<file path="src/rtl/uart_tx_fifo.sv">
// UART transmitter with a small TX FIFO, runtime divisor, parity and stop-bit selection.
// Frames are sent back-to-back whenever the FIFO still holds data at the end of a frame.
//
// state    | meaning
// ---------+---------------------------------------------------------------
// S_IDLE   | line idle, waiting for the FIFO to hold a word
// S_START  | driving the start bit (0) for one bit period
// S_DATA   | shifting DATA_BITS data bits out, LSB first
// S_PARITY | driving the even/odd parity bit for one bit period
// S_STOP   | driving one or two stop bits (1); may chain straight into S_START
module uart_tx_fifo #(
    parameter int DATA_BITS  = 8,
    parameter int FIFO_DEPTH = 4,
    parameter int DIV_W      = 16
) (
    input  logic                        clk,
    input  logic                        rst_n,
    input  logic [DATA_BITS-1:0]        in_data,
    input  logic                        in_valid,
    output logic                        in_ready,
    input  logic [DIV_W-1:0]            baud_div,
    input  logic [1:0]                  parity_mode,
    input  logic                        stop2,
    output logic                        tx,
    output logic                        busy,
    output logic                        tx_done,
    output logic [$clog2(FIFO_DEPTH):0] fifo_count
);

    localparam int                AW        = $clog2(FIFO_DEPTH);
    localparam logic [AW:0]       CNT_FULL  = (AW+1)'(FIFO_DEPTH);
    localparam logic [3:0]        LAST_DATA = 4'(DATA_BITS - 1);
    localparam logic [DIV_W-1:0]  DIV_MIN   = DIV_W'(2);

    typedef enum logic [2:0] {
        S_IDLE   = 3'd0,
        S_START  = 3'd1,
        S_DATA   = 3'd2,
        S_PARITY = 3'd3,
        S_STOP   = 3'd4
    } state_t;

    state_t state, state_nxt;

    // FIFO storage and pointers
    logic [DATA_BITS-1:0] mem [FIFO_DEPTH];
    logic [AW-1:0]        wr_ptr, rd_ptr;
    logic                 push, pop, fifo_empty;
    logic [DATA_BITS-1:0] head;

    // Per-frame settings, captured when a word is popped
    logic [DATA_BITS-1:0] shift_q;
    logic                 par_bit_q;
    logic                 par_en_q;
    logic                 stop2_q;
    logic [DIV_W-1:0]     div_q;

    // Bit timing
    logic [DIV_W-1:0]     baud_cnt;
    logic [3:0]           bit_cnt;
    logic                 bit_end, last_data, last_stop;

    logic                 tx_nxt, done_nxt;

    assign in_ready   = (fifo_count != CNT_FULL);
    assign push       = in_valid && in_ready;
    assign fifo_empty = (fifo_count == '0);
    assign head       = mem[rd_ptr];

    assign bit_end    = (baud_cnt == div_q - 1'b1);
    assign last_data  = (bit_cnt == LAST_DATA);
    assign last_stop  = (bit_cnt == {3'b000, stop2_q});

    assign busy       = (state != S_IDLE) || !fifo_empty;

    // FIFO storage write; contents need no reset since the pointers gate every read
    always_ff @(posedge clk) begin
        if (push) begin
            mem[wr_ptr] <= in_data;
        end
    end

    // FIFO pointers and occupancy; simultaneous push and pop leave the count unchanged
    always_ff @(posedge clk or negedge rst_n) begin
        if (!rst_n) begin
            wr_ptr     <= '0;
            rd_ptr     <= '0;
            fifo_count <= '0;
        end else begin
            if (push) begin
                wr_ptr <= wr_ptr + 1'b1;
            end
            if (pop) begin
                rd_ptr <= rd_ptr + 1'b1;
            end
            case ({push, pop})
                2'b10:   fifo_count <= fifo_count + 1'b1;
                2'b01:   fifo_count <= fifo_count - 1'b1;
                default: fifo_count <= fifo_count;
            endcase
        end
    end

    // FSM state register
    always_ff @(posedge clk or negedge rst_n) begin
        if (!rst_n) begin
            state <= S_IDLE;
        end else begin
            state <= state_nxt;
        end
    end

    // FSM next-state logic
    always_comb begin
        state_nxt = state;
        case (state)
            S_IDLE: begin
                if (!fifo_empty) begin
                    state_nxt = S_START;
                end
            end
            S_START: begin
                if (bit_end) begin
                    state_nxt = S_DATA;
                end
            end
            S_DATA: begin
                if (bit_end && last_data) begin
                    state_nxt = par_en_q ? S_PARITY : S_STOP;
                end
            end
            S_PARITY: begin
                if (bit_end) begin
                    state_nxt = S_STOP;
                end
            end
            S_STOP: begin
                if (bit_end && last_stop) begin
                    state_nxt = fifo_empty ? S_IDLE : S_START;
                end
            end
            default: state_nxt = S_IDLE;
        endcase
    end

    // FSM outputs: pop request, next line level and end-of-frame strobe
    always_comb begin
        pop      = 1'b0;
        tx_nxt   = 1'b1;
        done_nxt = 1'b0;
        case (state)
            S_IDLE: begin
                pop = !fifo_empty;
            end
            S_START: begin
                tx_nxt = 1'b0;
            end
            S_DATA: begin
                tx_nxt = shift_q[0];
            end
            S_PARITY: begin
                tx_nxt = par_bit_q;
            end
            S_STOP: begin
                if (bit_end && last_stop) begin
                    done_nxt = 1'b1;
                    pop      = !fifo_empty;
                end
            end
            default: begin
                tx_nxt = 1'b1;
            end
        endcase
    end

    // Frame datapath: load a popped word with its settings, then time and shift bits
    always_ff @(posedge clk or negedge rst_n) begin
        if (!rst_n) begin
            shift_q   <= '0;
            par_bit_q <= 1'b0;
            par_en_q  <= 1'b0;
            stop2_q   <= 1'b0;
            div_q     <= DIV_MIN;
            baud_cnt  <= '0;
            bit_cnt   <= '0;
        end else if (pop) begin
            shift_q   <= head;
            par_bit_q <= (^head) ^ (parity_mode == 2'd2);
            par_en_q  <= (parity_mode == 2'd1) || (parity_mode == 2'd2);
            stop2_q   <= stop2;
            div_q     <= (baud_div < DIV_MIN) ? DIV_MIN : baud_div;
            baud_cnt  <= '0;
            bit_cnt   <= '0;
        end else if (state != S_IDLE) begin
            if (bit_end) begin
                baud_cnt <= '0;
                if (state == S_DATA) begin
                    shift_q <= shift_q >> 1;
                end
                bit_cnt <= (state_nxt != state) ? 4'd0 : bit_cnt + 1'b1;
            end else begin
                baud_cnt <= baud_cnt + 1'b1;
            end
        end
    end

    // Registered line and done strobe; both trail the FSM state by one clock
    always_ff @(posedge clk or negedge rst_n) begin
        if (!rst_n) begin
            tx      <= 1'b1;
            tx_done <= 1'b0;
        end else begin
            tx      <= tx_nxt;
            tx_done <= done_nxt;
        end
    end

endmodule

</file>
<file path="config.mk">
export PLATFORM = sky130hd
export DESIGN_NAME = uart_tx_fifo
export DESIGN_NICKNAME = d
export VERILOG_FILES = /design/src/rtl/uart_tx_fifo.sv
export SDC_FILE = /design/constraint.sdc
export NUM_CORES = 1
export LEC_CHECK = 0
export CORE_ASPECT_RATIO = 0.7
export CORE_MARGIN = 3
export CORE_UTILIZATION = 40
export DETAILED_ROUTE_END_ITERATION = 6
export PLACE_DENSITY = 0.6
export SYNTH_ARGS = -nofsm -noshare
export SYNTH_HDL_FRONTEND = slang
export SYNTH_SLANG_ARGS = --single-unit
</file>
<file path="constraint.sdc">
create_clock -name clk -period 3.48 [get_ports clk]
set_clock_uncertainty 0.05 [all_clocks]
set_input_delay 0.522 -clock clk [delete_from_list [all_inputs] [get_ports clk]]
set_output_delay 0.522 -clock clk [all_outputs]
set_load 0.03 [all_outputs]
</file>
# Word level (Yosys, flattened, before mapping)
# Memories as Yosys holds them, arrays and structs flattened.
# Index checks and enable logic that the tools add are counted.
dict set report word_totals {
  ff_bits 59
  ram_bits 32
  inputBits 30
  output_inout_bits 7
  word_cells 80
  n_memories 1
}
# name words word_bits read_ports rd_ports_with_merged_regs write_ports line_no
set memory_table {}
lappend memory_table {mem 4 8 1 0 1 46} ;# logic [DATA_BITS-1:0] mem [FIFO_DEPTH];
dict set report classes {
  n_addsub 7
  n_lt_le_gt_ge 1
  n_eq_ne 13
  n_mux 28
  bitwise 1
  n_reduce_logical 16
}
# cell count
set op_table {}
lappend op_table {{$mux 16} 4}
lappend op_table {{$mux 8} 4}
lappend op_table {{$mux 3} 6}
lappend op_table {{$add 16x1->16 const B} 1}
lappend op_table {{$eq 16x16->1} 1}
lappend op_table {{$lt 16x2->1 const B} 1}
lappend op_table {{$mux 4} 4}
lappend op_table {{$sub 16x1->16 const B} 1}
lappend op_table {{$pmux 3 s5} 1}
lappend op_table {{$reduce_bool 2->1} 4}
lappend op_table {{$reduce_xor 8->1} 1}
lappend op_table {{$eq 3x2->1 const B} 2}
lappend op_table {{$logic_not 3->1} 2}
lappend op_table {{$mux 1} 6}
lappend op_table {{$pmux 3 s2} 1}
lappend op_table {{$add 2x1->2 const B} 2}
lappend op_table {{$add 4x1->4 const B} 1}
lappend op_table {{$eq 2x1->1 const B} 2}
lappend op_table {{$eq 2x2->1 const B} 2}
lappend op_table {{$eq 4x1->1} 1}
lappend op_table {{$eq 4x3->1 const B} 1}
lappend op_table {{$add 3x1->3 const B} 1}
lappend op_table {{$eq 3x1->1 const B} 1}
lappend op_table {{$eq 3x3->1 const B} 1}
lappend op_table {{other kinds (12)} 15}

# Logic depth before layout (Yosys ltp)
# Gate-level depths: netlist (run 1).
dict set report depth {
  ltp_word 10
  depth_mapped 15
  mapped_depth_nobuf 14
}

# Worst setup path after synthesis (run 1)
# OpenSTA, ideal clock, no wires.
dict set report synth_timing {
  path_type {flip-flop to flip-flop}
  from {register div_q[3]}
  to {register fifo_count[2]}
  setup_time_ps 81
  arrival_ps 3276
  t_required_ps 3349
  path_slack_ps 74
  path_stages_with_launch 15
  n_path_buf 2
  synth_period_minus_slack_ps 3406
  cell_sequence {dfrtp_1 -> buf_2 -> or4_4 -> nor4_1 -> a211oi_1 -> a2111oi_4 -> nand4_4 -> o21ai_4 -> buf_6 -> ha_1 -> inv_1 -> fa_1 -> xor2_1 -> nor2_1 -> xor2_1}
}
dict set report synth_between {
  elab_chain_len 7
  word_cells_on_any_way 9
}
# item line_no
set synth_lines {}
lappend synth_lines {{start: declaration} 56} ;# logic [DIV_W-1:0] div_q;
lappend synth_lines {{start signal: assignment} 191} ;# div_q <= (baud_div < DIV_MIN) ? DIV_MIN : baud_div;
lappend synth_lines {{$sub 16x1->16 (*)} 70} ;# assign bit_end = (baud_cnt == div_q - 1'b1);
lappend synth_lines {{$eq 16x16->1 (*)} 70}
lappend synth_lines {{$logic_and 1x1->1 (*)} 165} ;# if (bit_end && last_stop) begin
lappend synth_lines {{$mux 1 (*)} 165}
lappend synth_lines {{$pmux 1 s2 (*)} 151} ;# case (state)
lappend synth_lines {{via pop} 48} ;# logic push, pop, fifo_empty;
lappend synth_lines {{$eq 2x1->1 / $eq 2x2->1 (equally long branches)} 96} ;# case ({push, pop})
lappend synth_lines {{$pmux 3 s2 / $reduce_bool 2->1 (equally long branches)} --}
lappend synth_lines {{end signal: assignment} 97} ;# 2'b10: fifo_count <= fifo_count + 1'b1;
lappend synth_lines {{end signal: assignment} 98} ;# 2'b01: fifo_count <= fifo_count - 1'b1;
lappend synth_lines {{end signal: assignment} 99} ;# default: fifo_count <= fifo_count;
lappend synth_lines {{end: declaration} 27} ;# output logic [$clog2(FIFO_DEPTH):0] fifo_count
# Mark *: on every way through the listed nets, which the timed path passes. The rest lies on a longest branch.
# A chain may end at the register's enable or synchronous reset.

# Final worst setup path (run 1)
dict set report layout_timing {
  from {register div_q[4]}
  to {register fifo_count[2]}
}
dict set report layout_between {
  elab_chain_len 7
  word_cells_on_any_way 9
}
# item line_no
set layout_lines {}
lappend layout_lines {{$sub 16x1->16 (*)} 70}
lappend layout_lines {{$eq 16x16->1 (*)} 70}
lappend layout_lines {{$logic_and 1x1->1 (*)} 165}
lappend layout_lines {{$mux 1 (*)} 165}
lappend layout_lines {{$pmux 1 s2 (*)} 151}
lappend layout_lines {{$eq 2x1->1 / $eq 2x2->1 (equally long branches)} 96}
lappend layout_lines {{$pmux 3 s2 / $reduce_bool 2->1 (equally long branches)} --}
# Every way passes the cells marked *; elsewhere a longest branch is shown, timed or not.

==> metrics.md, run 1 <==
| Metric | Value |
|---|---|
| Crit path DAT | `approximately 3.5 ns` |
| Post-Syn Area per Cell | `~12 um2` |
| Setup slack, reg-to-reg | `0.17 ns` |
| CP max FO | `4` |
| Largest net degree at the start of global routing | `32` |
| Final std cells w/o fill | `~630` |
| Number of remaining DRC errors | `0` |
| Asr flop ratio synth | `64.8%` |
| Clk pin slew, worst setup/hold paths | `roughly 0.07 ns` |
| Least-Margin Pin Slew | `roughly 0.65 ns` |
| Hold WC Path Type | `in2async` |
| Via Count | `3299` |
| Biggest area consumer among synthesized cells | `dfrtp_1` |
| Max-slew violation count | `0` |
| Clock root cell | `clkbuf_16` |
| #FFs+latches synth | `between 90 and 100` |
| Leak Pwr | `roughly 2.2 nW` |
| Worst reg2reg path endpoint | `fifo_count[2]$_DFFE_PN0P_` |
| Std-Cell Core Area | `~12000 um2` |
| Startpoint type of the worst setup path | `register` |
| Die height | `between 90 and 100 um` |
| DR vias/cell | `5.28` |
| Library cells used by synthesis | `68` |
| DR WL/cell | `around 17 um` |
| Vias in the first global route | `~3300` |
| Die X | `approximately 140 um` |
| Most numerous cell in the Yosys netlist | `dfrtp_1` |
| Worst Reg-to-Reg Cells | `12` |
| Clock tree sinks | `91` |
| Crit end category | `register` |
| Max_slew headroom | `between 50% and 60%` |
| TritonRoute pass-1 iters | `4` |
| Worst Setup EP | `fifo_count[2]$_DFFE_PN0P_` |
| Fmax | `about 300 MHz` |
| Post-synth top area share | `29.2%` |
| H-tree depth | `3` |
| Area growth from synthesis to layout | `19.6%` |
| Post-synth top flop | `dfrtp_1` |
| Sequential share of the synthesized area | `roughly 50%` |
| Final period util | `between 90% and 100%` |
| Post-Syn Nets | `roughly 460` |
| Peak supply drop | `~0.45 mV` |
| Cell Area, Synth | `just under 5000 um2` |
| Final #Nets | `about 500` |
| Placed insts | `~600` |
| Post-synth EDFFs | `32` |
| Gr usage total | `about 16%` |
| TritonCTS clock tree | `built` |
| Crit path launch | `div_q[4]$_DFFE_PN0P_` |
| HPWL Detailed | `approximately 7500 um` |
| Crit Path Category | `reg2reg` |
| Later-pin clock latency in the skew report | `about 0.34 ns` |
| PD cells | `approximately 780 nW/um2` |
| Synth warnings | `0` |
| Row count | `33` |
| Drt first-iter violations | `approximately 220` |
| Die area | `13600 um2` |
| Fin. Hold Viols | `0` |
| Clock buffer depth | `2` |
| Grt total ovfl | `0` |
| Synth top area cells | `dfrtp_1 29%, edfxtp_1 20%, xnor2_1 3.9%` |
| Antenna violations before repair | `0` |
| GP Congestion | `between 0.8 and 0.9` |
| Hold Buf Count CTS | `0` |
| Commonest cells in the netlist | `57 x dfrtp_1, 32 x edfxtp_1, 30 x nor2_1` |
| Initial core utilization | `41.4%` |
| Final setup vio count | `0` |
| N_diodes | `0` |
| First-pass GRT wire length | `between 15000 and 20000 um` |
| Final Core Density | `roughly 50%` |
| Syn Inst Count | `approximately 420` |
| Buffers on Ports | `36` |
| Post-Route WL | `roughly 10000 um` |
| Layout cell share with drive strength beyond 1 | `15.0%` |
| Ports | `37` |
| Post-route setup TNS | `0 ns` |
| WP data required | `3.69 ns` |
| Min Hold Slack | `approximately 0.024 ns` |
| Total CTS buffers | `9` |
| Post-route ant nets | `0` |
| Crit Reg-Reg Startpoint | `div_q[4]$_DFFE_PN0P_` |
| Min Tclk post-route | `between 3 and 4 ns` |
| Status | `complete, no violations` |
| Max Cap Viol | `0` |
==> power by group <==
group	internal, mW	switching [mW]
Sequential	1.44	0.356
Combinational	0.890	0.938
Clock	0.506	0.457
==> timing repair <==
action / 4_1_cts / 5_1_grt
buffers inserted: 0 / 5
endpoints found under the setup margin: 0 / 1
resized for setup: 0 / 13
==> through the flow <==
step / total power [mW] / worst slack (ns) / area (um2)
finish: 4.58 / 0.169 / 5850
global placement: 3.51 / 0.196 / 5440
floorplan: 3.04 / 0.0736 / 4890
CTS: 4.53 / 0.0990 / 5740
global route: 4.90 / -0.0199 / 5850
detailed placement: 3.54 / 0.139 / 5440
==> placed cells by master (no fill, tap or decap), drive strengths merged, types with 10 or more instances in the layout <==
master and instances:
clkdlybuf4s50 35, xor2 19, xnor2 22, dfrtp 57, nand2 22, nor2 30, buf 20, inv 24
o31ai 10, mux2 18, edfxtp 32, nand3 14
==> kinds of logic (layout without fill, tap and decap cells) <==
group | Yosys count | in the layout | synth area share (%)
AO/OA/AOI/OAI | 59 | 59 | 10.4
XOR/XNOR | 41 | 41 | 7.34
adder cells (fa/ha/maj) | 10 | 10 | 2.71
buffers and inverters | 40 | 91 | 3.68
flip-flops | 91 | 91 | 49.9
multiplexers | 33 | 33 | 9.26
AND/OR/NAND/NOR | 143 | 143 | 16.7
==> final cells by class <==
class	instances	area [um2]
clock buffers	9	225
multi-input cells	286	2340
well taps	157	196
inverters	20	75.1
repair buffers	55	498
clock inverters	7	68.8
flip-flops and latches	91	2440
fillers	1094	5960
==> how the worst min path moves through the flow <==
stage          cells after the start  start                       to
5_1_grt                            1  rst_n    div_q[13]$_DFFE_PN0P_
3_3_place_gp                       1  rst_n  baud_cnt[9]$_DFFE_PN0P_
2_1_floorplan                      0  rst_n  baud_cnt[0]$_DFFE_PN0P_
4_1_cts                            1  rst_n  baud_cnt[9]$_DFFE_PN0P_
3_5_place_dp                       1  rst_n  baud_cnt[9]$_DFFE_PN0P_
6_report                           1  rst_n  baud_cnt[9]$_DFFE_PN0P_
==> flip-flops by register name (all words and copies together), names as in the netlist <==
register	count
rd_ptr	2
stop2_q	1
fifo_count	3
div_q	16
tx_done	1
par_en_q	1
par_bit_q	1
bit_cnt	4
state	3
tx	1
baud_cnt	16
shift_q	8
mem	32
wr_ptr	2
==> routing by layer <==
layer | vias to the layer above | wire length (um) | track usage, %
li1 | 1629 | - | -
met1 | 1615 | 5900 | 26.0
met2 | 47 | 4140 | 21.9
met3 | 8 | 305 | 3.10
met4 | 0 | 110 | 4.33
met5 | - | 0 | 0
==> critical path, cell delays in order (launching register included) <==
cell       delay (ns)
dfrtp_1          0.42
or4_4            0.60
nor4_4           0.29
a211oi_2         0.09
a2111oi_4        0.39
nand4_4          0.16
o21ai_4          0.22
ha_4             0.17
inv_1            0.04
fa_1             0.37
xor2_1           0.17
nor2_1           0.12
xor2_1           0.15
Power figures use the tool's default switching activity.
==> run 2: changes to the inputs <==
RECOVER_POWER = 50   (was default)
==> metrics.md, run 2 (synthesis gave the netlist of run 1 again) <==
| Metric | Value |
|---|---|
| Clock buffer depth | `2 (unchanged)` |
| GP Congestion | `0.813 (unchanged)` |
| Final Core Density | `49.5% (-0.074 points)` |
| TritonCTS clock tree | `built` |
| Max reg flops | `32 (unchanged)` |
| Status | `finished, violations left` |
| Clk pin slew, worst setup/hold paths | `0.07 ns (about the same)` |
| Hold Buf Count CTS | `0 (unchanged)` |
| Net Sw Frac | `38.3% (+0.039 points)` |
| NetSw | `1.75 mW (about the same)` |
| Drt first-iter violations | `222 (unchanged)` |
| Worst Reg-to-Reg Cells | `12 (unchanged)` |
| Die height | `98.5 um (unchanged)` |
| Crit path launch | `div_q[4]$_DFFE_PN0P_` |
| Vias in the first global route | `3316 (unchanged)` |
| Worst path cell trace | `or4_4, nor4_4, a211oi_2, a2111oi_4, nand4_4, o21ai_4, ha_4, inv_1, fa_1, xor2_1, nor2_1, xor2_1` |
| Dpl ws | `0.139 ns (unchanged)` |
| H-tree depth | `3 (unchanged)` |
| Ports | `37 (unchanged)` |
| Fmax | `302 MHz (about the same)` |
| Clock tree sinks | `91 (unchanged)` |
| Reg area | `2440 um2 (unchanged)` |
| Top reg by flops | `mem` |
| WP depth | `12 (unchanged)` |
| Number of remaining DRC errors | `0 (unchanged)` |
| Die X | `138 um (unchanged)` |
| Die area | `13600 um2 (unchanged)` |
| Crit Path Category | `reg2reg` |
| Least-Margin Pin Slew | `1.77 ns (+1.11 ns)` |
| Min Tclk post-route | `3.31 ns (+0.000653 ns)` |
| Crit path DAT | `3.52 ns (about the same)` |
| Area growth from synthesis to layout | `19.4%` |
| Final setup vio count | `0 (unchanged)` |
| Biggest regs | `mem (32), baud_cnt (16), div_q (16)` |
| Antenna violations before repair | `0 (unchanged)` |
| Failing checks | `max-capacitance violations, max-slew violations` |
| DR WL/cell | `16.7 um (about the same)` |
| Later-pin clock latency in the skew report | `0.34 ns (about the same)` |
| Final #Nets | `503 (unchanged)` |
| Max-slew violation count | `32 (+32)` |
| Initial core utilization | `41.4% (unchanged)` |
| WP data required | `3.69 ns (about the same)` |
| Most frequent cells in the layout | `55 x dfrtp_1, 32 x edfxtp_1, 30 x nor2_1` |
| Buffers on Ports | `36 (unchanged)` |
| Layout cell share with drive strength beyond 1 | `14.3% (-0.64 points)` |
| HPWL Detailed | `7510 um (unchanged)` |
| Flop pwr share | `39.1% (about the same)` |
| Worst setup margin | `0.169 ns (-0.000653 ns)` |
| Post-route ant nets | `0 (unchanged)` |
| Clock root cell | `clkbuf_16` |
| Max Cap Viol | `1 (+1)` |
| Cell family with most CP delay | `simple AND/OR/NAND/NOR gates` |
| N_diodes | `0 (unchanged)` |
| Peak supply drop | `0.449 mV (about the same)` |
| Multi-input logic area | `2340 um2 (unchanged)` |
| Row count | `33 (unchanged)` |
| Std-Cell Core Area | `11800 um2 (unchanged)` |
| WP buf/inv | `1 (unchanged)` |
| Max_slew headroom | `-17.8% (-74 points)` |
| Leak Pwr | `2.23 nW (-0.38%)` |
| First-pass GRT wire length | `17700 um (unchanged)` |
| Crit end category | `register` |
| Gr usage total | `16.1% (unchanged)` |
| Worst path max stage delay | `0.60 ns (about the same)` |
| Fillers | `1096 (+0.18%)` |
| Via Count | `3302 (+0.091%)` |
| PD cells | `784 nW/um2 (about the same)` |
| CP max-delay cell | `or4_4` |
| Largest net degree at the start of global routing | `32 (unchanged)` |
| Crit path top cell by count | `xor2_1` |
| CP max FO | `4 (unchanged)` |
| Startpoint type of the worst setup path | `register` |
| Post-Route WL | `10500 um (about the same)` |
| DR vias/cell | `5.28 (about the same)` |
| Most common cell after layout, fill and taps aside | `dfrtp_1` |
| Gate power share | `39.8% (about the same)` |
| Fin. Hold Viols | `0 (unchanged)` |
| Hold WC Path Type | `in2async` |
| TritonRoute pass-1 iters | `4 (unchanged)` |
| Crit Reg-Reg Startpoint | `div_q[4]$_DFFE_PN0P_` |
| Internal power | `2.83 mW (-0.11%)` |
| Clock Power Share | `21.0% (about the same)` |
| Grt total ovfl | `0 (unchanged)` |
| Final period util | `95.2% (about the same)` |
| Total CTS buffers | `9 (unchanged)` |
-- run 2: cell count changes in the layout (fill, tap and decap cells not counted), sizes merged --
cell | previous run | this run
clkdlybuf4s50 | 35 | 27
dlygate4sd3 | 0 | 8
clkbuf | 9 | 12
buf | 20 | 17
-- run 2: routing by layer --
metal / track usage, % / part of all wire [%] / vias to the layer above
li1: - / - / 1629
met1: 26.0 / 57 / 1615
met2: 21.9 / 39 / 50
met3: 3.10 / 3.0 / 8
met4: 4.33 / 1.1 / 0
met5: 0 / 0 / -
-- run 2: path summary, 6_finish.rpt --
path / to / slack, ns
max: fifo_count[2]$_DFFE_PN0P_ / 0.17
min reg2reg: par_bit_q$_DFFE_PN0P_ / 0.45
max reg2reg: fifo_count[2]$_DFFE_PN0P_ / 0.17
min in group clk: par_bit_q$_DFFE_PN0P_ / 0.45
max in group asynchronous: par_bit_q$_DFFE_PN0P_ / 1.10
min: baud_cnt[9]$_DFFE_PN0P_ / 0.19
-- run 2: power by group through the flow --
stage	sequential [mW]	clock (mW)	combinational [mW]
floorplan	1.69	0	1.35
global placement	1.80	0	1.71
detailed placement	1.81	0	1.73
CTS	1.79	0.992	1.75
global route	1.85	1.03	2.02
finish	1.79	0.963	1.83
-- run 2: cell type report --
| type | count | share of cell area, % |
|---|---|---|
| clock buffer | 9 | 3.86 |
| multi-input combinational | 286 | 40.1 |
| inverter | 20 | 1.29 |
| tap | 157 | 3.36 |
| sequential | 91 | 41.8 |
| clock inverter | 7 | 1.18 |
| timing repair buffer | 55 | 8.38 |
-- run 2: through the flow --
stage          instances  TNS, ns  instance area, um2  power [mW]  hold slack (ns)
3_3_place_gp         604        0                5440        3.51            0.392
6_report             625        0                5840        4.58            0.185
5_1_grt              625  -0.0199                5840        4.90            0.259
2_1_floorplan        417        0                4890        3.04            0.176
3_5_place_dp         604        0                5440        3.54            0.392
4_1_cts              620        0                5740        4.53           0.0234
-- run 2: timing repair --
item / in CTS / in global routing
gates resized for setup: 0 / 13
endpoints found under the setup margin: 0 / 1
hold endpoints to repair: 0 / 0
setup buffers: 0 / 5
